### config.mk
export PLATFORM = sky130hd
export DESIGN_NAME = ser_arbiter
export DESIGN_NICKNAME = d
export VERILOG_FILES = /design/src/rtl/ser_arbiter.sv
export SDC_FILE = /design/constraint.sdc
export NUM_CORES = 1
export LEC_CHECK = 0
export CAP_MARGIN = 20
export CORE_MARGIN = 2
export CORE_UTILIZATION = 39
export DETAILED_ROUTE_END_ITERATION = 10
export PLACE_DENSITY = 0.93
export SYNTH_ARGS = -nofsm -noshare
export SYNTH_HDL_FRONTEND = slang
export SYNTH_SLANG_ARGS = --single-unit
### constraint.sdc
create_clock -name clk_i -period 2.42 [get_ports clk_i]
set_clock_uncertainty 0.2 [all_clocks]
set_input_delay 0.242 -clock clk_i [delete_from_list [all_inputs] [get_ports clk_i]]
set_output_delay 0.242 -clock clk_i [all_outputs]
set_load 0.01 [all_outputs]
### src/rtl/ser_arbiter.sv
// ser_arbiter: round-robin arbiter that forwards one requester word at a time
// to a downstream serializer.
//
// Flow: IDLE picks a winner and issues a registered strobe, ack and grant id
// together. WAIT_START waits for the serializer to raise busy. WAIT_DONE waits
// for busy to fall again.
// If busy never rises, a short timeout pulses err_o and the FSM goes back to
// IDLE.
//
// Optional feature: define SER_ARBITER_STATS_EN to add per-requester 16-bit
// saturating grant counters on grant_cnt_o.
module ser_arbiter #(
  parameter int N_REQ  = 4,
  parameter int DATA_W = 16
) (
  input  logic                      clk_i,
  input  logic                      srst_n_i,
  input  logic [N_REQ-1:0]          req_i,
  input  logic [N_REQ*DATA_W-1:0]   data_i,
  output logic [N_REQ-1:0]          ack_o,
  output logic [DATA_W-1:0]         ser_data_o,
  output logic                      ser_data_val_o,
  input  logic                      ser_busy_i,
  output logic [$clog2(N_REQ)-1:0]  grant_id_o,
  output logic                      err_o
`ifdef SER_ARBITER_STATS_EN
  ,
  output logic [N_REQ*16-1:0]       grant_cnt_o
`endif
);

  localparam int ID_W = $clog2(N_REQ);

  // WAIT_START gives up once busy has stayed low on this many consecutive
  // edges. The edge that issues the strobe is not counted, so err_o appears
  // three cycles after the strobe.
  localparam logic [1:0] START_TIMEOUT = 2'd2;

  typedef enum logic [1:0] {
    IDLE       = 2'd0,
    WAIT_START = 2'd1,
    WAIT_DONE  = 2'd2
  } state_t;

  state_t               state_q, state_d;
  logic [ID_W-1:0]      last_grant_q, last_grant_d;
  logic [ID_W-1:0]      grant_id_q, grant_id_d;
  logic [DATA_W-1:0]    ser_data_q, ser_data_d;
  logic                 ser_val_q, ser_val_d;
  logic [N_REQ-1:0]     ack_q, ack_d;
  logic                 err_q, err_d;
  logic [1:0]           timeout_q, timeout_d;

  // Round-robin selection results.
  logic                 found;
  logic [ID_W-1:0]      winner;
  logic [ID_W-1:0]      cand_id;
  logic                 grant_en;

  // Unpacked view of the requester words, so a word can be picked by index.
  logic [DATA_W-1:0]    word_arr [N_REQ];

  generate
    for (genvar gi = 0; gi < N_REQ; gi++) begin : g_unpack
      assign word_arr[gi] = data_i[gi*DATA_W +: DATA_W];
    end
  endgenerate

  // Round-robin scan from last_grant+1 (mod N_REQ) upward.
  // The first active request found is the winner, so the last winner ends up
  // with the lowest priority.
  always_comb begin
    found   = 1'b0;
    winner  = '0;
    cand_id = '0;
    for (int i = 1; i <= N_REQ; i++) begin
      cand_id = ID_W'((int'(last_grant_q) + i) % N_REQ);
      if (!found && req_i[cand_id]) begin
        found  = 1'b1;
        winner = cand_id;
      end
    end
  end

  // A grant may only start from IDLE while the serializer is free.
  assign grant_en = (state_q == IDLE) && !ser_busy_i && found;

  // Next-state and registered-output logic.
  // The strobe, ack and err pulses default to 0, so each one lasts a single
  // cycle.
  always_comb begin
    state_d      = state_q;
    last_grant_d = last_grant_q;
    grant_id_d   = grant_id_q;
    ser_data_d   = ser_data_q;
    ser_val_d    = 1'b0;
    ack_d        = '0;
    err_d        = 1'b0;
    timeout_d    = timeout_q;

    unique case (state_q)
      IDLE: begin
        if (grant_en) begin
          ser_data_d    = word_arr[winner];
          ser_val_d     = 1'b1;
          ack_d[winner] = 1'b1;
          grant_id_d    = winner;
          last_grant_d  = winner;
          timeout_d     = '0;
          state_d       = WAIT_START;
        end
      end

      WAIT_START: begin
        if (ser_busy_i) begin
          state_d = WAIT_DONE;
        end else if (timeout_q == START_TIMEOUT) begin
          err_d   = 1'b1;
          state_d = IDLE;
        end else begin
          timeout_d = timeout_q + 2'd1;
        end
      end

      WAIT_DONE: begin
        if (!ser_busy_i) begin
          state_d = IDLE;
        end
      end

      default: begin
        state_d = IDLE;
      end
    endcase
  end

  // State and output registers.
  // Reset clears every output and any pending pulse. Reset also makes
  // requester 0 the first in line after release.
  always_ff @(posedge clk_i) begin
    if (!srst_n_i) begin
      state_q      <= IDLE;
      last_grant_q <= ID_W'(N_REQ - 1);
      grant_id_q   <= '0;
      ser_data_q   <= '0;
      ser_val_q    <= 1'b0;
      ack_q        <= '0;
      err_q        <= 1'b0;
      timeout_q    <= '0;
    end else begin
      state_q      <= state_d;
      last_grant_q <= last_grant_d;
      grant_id_q   <= grant_id_d;
      ser_data_q   <= ser_data_d;
      ser_val_q    <= ser_val_d;
      ack_q        <= ack_d;
      err_q        <= err_d;
      timeout_q    <= timeout_d;
    end
  end

  assign ack_o          = ack_q;
  assign ser_data_o     = ser_data_q;
  assign ser_data_val_o = ser_val_q;
  assign grant_id_o     = grant_id_q;
  assign err_o          = err_q;

`ifdef SER_ARBITER_STATS_EN
  generate
    for (genvar gi = 0; gi < N_REQ; gi++) begin : g_stats
      logic [15:0] cnt_q, cnt_d;

      // Count grants to this requester, saturating at 0xFFFF.
      // The count advances on the same edge that raises the ack.
      always_comb begin
        cnt_d = cnt_q;
        if (grant_en && (winner == ID_W'(gi)) && (cnt_q != 16'hFFFF)) begin
          cnt_d = cnt_q + 16'd1;
        end
      end

      // Counter register, cleared by reset.
      always_ff @(posedge clk_i) begin
        if (!srst_n_i) begin
          cnt_q <= '0;
        end else begin
          cnt_q <= cnt_d;
        end
      end

      assign grant_cnt_o[gi*16 +: 16] = cnt_q;
    end
  endgenerate
`endif

endmodule

# Yosys cells after proc, flatten, opt, wreduce, memory -nomap -nowiden
# Index checks and enable logic that the tools add are counted.
classes:
  magnitude_cmp: 7
  addsub: 5
  n_mux: 32
  bitwise: 3
  reduce_logical: 18
  n_eq_ne: 8
ops:
  columns: ["operator", "n"]
  rows:
  - ["16-bit binary-select mux with 2-bit select", 1]
  - ["16-bit two-way mux", 2]
  - ["2-bit two-way mux", 11]
  - ["2-bit by 3-bit < comparator with 1-bit output, second input constant", 5]
  - ["1-bit two-way mux", 11]
  - ["1-bit binary-select mux with 2-bit select", 4]
  - ["2-bit != test, second input constant", 4]
  - ["2-bit by 1-bit adder with 2-bit output, second input constant", 3]
  - ["1-bit logical AND", 6]
  - ["2-bit one-hot mux with 3 select lines", 1]
  - ["3-bit AND reduction", 2]
  - ["2-bit adder, second input constant", 2]
  - ["2-bit equality test, second input constant", 2]
  - ["1-bit zero test", 4]
  - ["2-bit one-hot mux with 2 select lines", 1]
  - ["2-bit AND reduction", 2]
  - ["4-bit AND reduction", 1]
  - ["3-bit >= comparator, second input constant", 1]
  - ["3-bit != test, second input constant", 1]
  - ["2-bit NOT with 3-bit output", 1]
  - ["3-bit OR reduction", 1]
  - ["1-bit demux with 2-bit select", 1]
  - ["2-bit by 1-bit equality test with 1-bit output, second input constant", 1]
  - ["2-bit by 1-bit >= comparator with 1-bit output, second input constant", 1]
  - ["other kinds (3)", 4]
word_totals:
  in_bits: 71
  reg_bits: 30
  out_inout_bits: 24
  elab_cells: 81

# Longest topological paths before layout
depth:
  word_depth: 17
  mapped_depth: 7
  mapped_depth_nobuf: 6

# Least setup slack after synthesis
# Ideal clock, no wire load.
synth_timing:
  path_type: "reg-to-reg"
  start: "reg last_grant_q[1]"
  end: "reg ser_data_q[0], in the netlist ser_data_o[0]"
  slack_ps: 613
  period_less_slack_ps: 1807
  t_arrival_ps: 1482
  setup_ps: 124
  required_time_ps: 2096
  stages_incl_launch_ff: 7
  path_buffers: 2
  path_cell_list: "dfxtp_1 > clkbuf_1 > nor2_1 > o311a_1 > buf_6 > a221oi_1 > o22ai_1"
synth_via:
  elab_chain_len: 17
  word_cells_on_any_way: 32
  cone_classes: "4 x add/sub; 19 x mux; 1 x bitwise; 8 x reduce/logical"
synth_rtl:
  columns: ["item", "line", "source"]
  rows:
  - ["start: declaration", "46", "logic [ID_W-1:0] last_grant_q, last_grant_d;"]
  - ["start signal: assignment", "143", "last_grant_q <= ID_W'(N_REQ - 1);"]
  - ["start signal: assignment", "152", "last_grant_q <= last_grant_d;"]
  - ["2-bit by 1-bit adder with 2-bit output", "77", "cand_id = ID_W'((int'(last_grant_q) + i) % N_REQ);"]
  - ["1-bit binary-select mux with 2-bit select", "78", "if (!found && req_i[cand_id]) begin"]
  - ["1-bit two-way mux (implied by the code)", "78", null]
  - ["1-bit two-way mux", "78", null]
  - ["1-bit zero test", "78", null]
  - ["1-bit logical AND", "78", null]
  - ["1-bit two-way mux", "78", null]
  - ["1-bit zero test", "78", null]
  - ["1-bit logical AND", "78", null]
  - ["1-bit two-way mux", "78", null]
  - ["1-bit zero test", "78", null]
  - ["1-bit logical AND", "78", null]
  - ["2-bit two-way mux", "78", null]
  - ["2-bit NOT with 3-bit output (implied by the code)", "104", "ser_data_d = word_arr[winner];"]
  - ["16-bit binary-select mux with 2-bit select", "104", null]
  - ["16-bit two-way mux (implied by the code) (2 in series)", "104", null]
  - ["end signal: assignment", "154", "ser_data_q <= ser_data_d;"]
  - ["end: declaration", "48", "logic [DATA_W-1:0] ser_data_q, ser_data_d;"]
# Parallel ways exist; a longest one is shown, timed or not. The select of a mux whose other input is x is not followed.
# A chain may end at the register's enable or synchronous reset.

# Final worst setup path
layout_timing:
  start: "in req_i[3]"
  end: "reg ser_data_q[6], in the netlist ser_data_o[6]"
layout_via:
  elab_chain_len: 16
  word_cells_on_any_way: 28
  cone_classes: "19 x mux; 1 x bitwise; 8 x reduce/logical"
layout_rtl:
  columns: ["item", "line", "source"]
  rows:
  - ["start: declaration", "18", "input logic [N_REQ-1:0] req_i,"]
  - ["1-bit binary-select mux with 2-bit select", "78", null]
  - ["1-bit two-way mux (implied by the code)", "78", null]
  - ["1-bit two-way mux", "78", null]
  - ["1-bit zero test", "78", null]
  - ["1-bit logical AND", "78", null]
  - ["1-bit two-way mux", "78", null]
  - ["1-bit zero test", "78", null]
  - ["1-bit logical AND", "78", null]
  - ["1-bit two-way mux", "78", null]
  - ["1-bit zero test", "78", null]
  - ["1-bit logical AND", "78", null]
  - ["2-bit two-way mux", "78", null]
  - ["2-bit NOT with 3-bit output (implied by the code)", "104", null]
  - ["16-bit binary-select mux with 2-bit select", "104", null]
  - ["16-bit two-way mux (implied by the code) (2 in series)", "104", null]
# Parallel ways exist; a longest one is shown, timed or not. The select of a mux whose other input is x is not followed.

==> metrics.md <==
| Metric | Value |
|---|---|
| GRT Resource Usage Total | 0.211 |
| Sw Pwr | about 0.00043 W |
| FP Rows | 24 |
| Final setup fails | 0 |
| Mapped Cells | between 150 and 200 |
| Cell-internal power | 0.00104 W |
| Crit end category | flip-flop |
| DRT Wirelength | ~5300 um |
| CP Launch Type | primary input |
| FF-to-FF setup slack | 0.37 ns |
| Max stage delay on crit path | between 0.5 and 0.6 ns |
| Top sig layer | met4 |
| Sequential-to-total area share from yosys stat | 0.347 |
| Initial DRC count | 148 |
| Reg clk slew, reported paths | around 0.060 ns |
| Period utilization | 0.927 |
| Area share of the largest cell type after synthesis | 0.347 |
| IO Pins | 95 |
| Syn_nets | between 200 and 300 |
| Layout cells sized above 1 | 0.0833 |
| Fmax | 446 MHz |
| Worst path slowest cell | clkdlybuf4s50_1 |
| Vias in the first global route | 1,803 |
| Max VDD drop | 0.363 mV |
| Seq cells post-synth | 30 |
| Slew Limit Fails | 0 |
| H-tree lvl count | 2 |
| Max-cap violations | 0 |
| Met3 Wirelength | about 500 um |
| Clock Path Buffers | 2 |
| Ys Warns | 0 |
| DRC viols | 0 |
| Post-synthesis average cell area | roughly 9.4 um^2 |
| Part of the power in registers | 0.399 |
| Crit path DAT | roughly 2.2 ns |
| Vias per cell | roughly 5.7 |
| Post-CTS Repair Setup Buffers | 0 |
| Top post-synthesis cells by area | dfxtp_1 35%, mux2i_1 9.3%, o211ai_1 6.5%, o21ai_0 6.1%, o22ai_1 5.8% |
| Worst slew pin tran | about 0.72 ns |
| Design Power | roughly 0.0015 W |
| Sw frac | 0.294 |
| RSZ-0062 raised after global routing | no |
| TritonCTS clock tree | built |
| Critical path class | in -> reg |
| Max_slew headroom | 0.521 |
| Min-delay worst type | reg -> reg |
| Placer Congestion | 0.769 |
| Synth unique cells | 37 |
| P_leak | ~1.0 nW |
| Die width | around 71 um |
| Via count | approximately 1,900 |
| Layout Nets | 348 |
| Worst-path fanout max | 15 |
| Initial Utilization | 0.400 |
| DP Wirelength | between 3000 and 4000 um |
| DR WL/cell | between 15 and 20 um |
| Worst path cell trace | clkdlybuf4s50_1, nor2b_4, nor2_1, o311a_1, a221oi_1, o22ai_1 |
| CTS resizes | 0 |
| Hold_ws | between 0.2 and 0.3 ns |
| Met2 wire len | around 2700 um |
| Area grow syn2layout | 59.8% |
| Post-synthesis cell area | between 1500 and 2000 um^2 |
| Routed met1 length | between 2000 and 2500 um |
| I/O Buffers | 94 |
| Largest net degree at the start of global routing | 41 |
| Cells after DPL | around 320 |
| Clock share of power | 0.246 |
| Die Area | roughly 5000 um^2 |
| # diodes | 0 |
| Grt ovf | 0 |
| First-pass GRT wire length | ~8400 um |
| Comb power frac | 0.355 |
| Hold-fix buffers at CTS | 0 |
| CP required | 2.37 ns |
| Core area | approximately 4300 um^2 |
| Post-synth top area cell | dfxtp_1 |
| Final hold viol count | 0 |
| Root Driver | clkbuf_8 |
| Final worst slack | ~0.18 ns |
| CTS sink cnt | 30 |
| Most common cell after layout, fill and taps aside | clkdlybuf4s50_1 |
| Final setup TNS | 0 ns |
| First drt pass iteration count | 4 |
| Status | finished clean |
| Initial antenna violation count | 0 |
| Most frequent cells in the layout | 94 x clkdlybuf4s50_1, 30 x dfxtp_1, 21 x o21ai_0, 16 x mux2i_1, 16 x o22ai_1 |
| Die H | a little over 70 um |
| Final ANT Viol Nets | 0 |
| Non-filler cells, final | 328 |
| PwrDens | roughly 530 nW/um^2 |
| Number of fill cells | about 360 |
| Final min period | 2.24 ns |
| Pre-CTS WS | -0.0521 ns |
| Worst-Skew Late Latency | approximately 0.27 ns |
| TritonCTS Buffers | 5 |
## power groups by stage
stage / logic (W) / registers (W) / clock network, W
global placement: 0.000508 / 0.000596 / 0
CTS: 0.000526 / 0.000588 / 0.000370
floorplan: 0.000246 / 0.000611 / 0
global route: 0.000562 / 0.000595 / 0.000395
finish: 0.000524 / 0.000589 / 0.000363
detailed placement: 0.000522 / 0.000598 / 0
## cells by family (layout without fill, tap and decap cells)
logic type	count (synthesis)	in the layout	share of synthesized area
AO/OA/AOI/OAI	83	83	0.365
multiplexers	16	16	0.0926
AND/OR/NAND/NOR	34	34	0.111
XOR/XNOR	1	1	0.00507
buffers and inverters	18	111	0.0724
adder cells (fa/ha/maj)	1	1	0.00723
flip-flops	30	30	0.347
## metal layers
| layer | track usage | vias up |
|---|---|---|
| met1 | 0.259 | 852 |
| met4 | 0.0482 | 0 |
| met3 | 0.0655 | 6 |
| li1 | - | 900 |
| met2 | 0.365 | 106 |
| met5 | 0 | - |
## final timing paths
kind | from | to | depth (start not counted)
min | grant_id_o[1] | grant_id_o[1] | 2
min reg2reg | grant_id_o[1] | grant_id_o[1] | 2
max reg2reg | last_grant_q[1] | ser_data_o[4] | 5
max | req_i[3] | ser_data_o[6] | 6
## metrics by stage
stage | area [um^2] | util
global route | 2760 | 0.639
detailed placement | 2690 | 0.621
finish | 2760 | 0.639
floorplan | 1730 | -
CTS | 2760 | 0.639
global placement | 2690 | 0.621
## synth_stat cells (all sizes together)
library cell and count:
o211a 1, xor2 1, and2 5, ha 1, mux2i 16, a21oi 3, clkbuf 6, o22ai 16
dfxtp 30, o211ai 15, o221a 1, a2111oi 1, and3 2, inv 3, o2bb2ai 2, a211oi 1
a2111o 1, nor2b 6, o311a 1, and4 1, buf 9, a21boi 2, nand2b 2, nand2 2
nand3b 1, a221oi 16, or2 3, o21ai 23, nor2 12
## registers in the layout, indices dropped and copies added, names as in the netlist
name            flops
grant_id_o          2
last_grant_q        2
err_o               1
ser_data_o         16
ack_o               4
ser_data_val_o      1
state_q             2
timeout_q           2
## critical path, delay by kind of cell
kind | cells | cell delay, ns
buf+inv | 1 | 0.59
compound gates | 3 | 1.08
simple gates | 2 | 0.27
## final cells by class
type | instances | area (um^2) | share of cell area
Timing Repair Buffer | 101 | 1010 | 0.364
Multi-Input combinational cell | 135 | 1000 | 0.363
Sequential cell | 30 | 601 | 0.217
Clock buffer | 7 | 76.3 | 0.0276
Tap cell | 52 | 65.1 | 0.0236
Inverter | 3 | 11.3 | 0.00408
(Power assumes the default switching activity.)
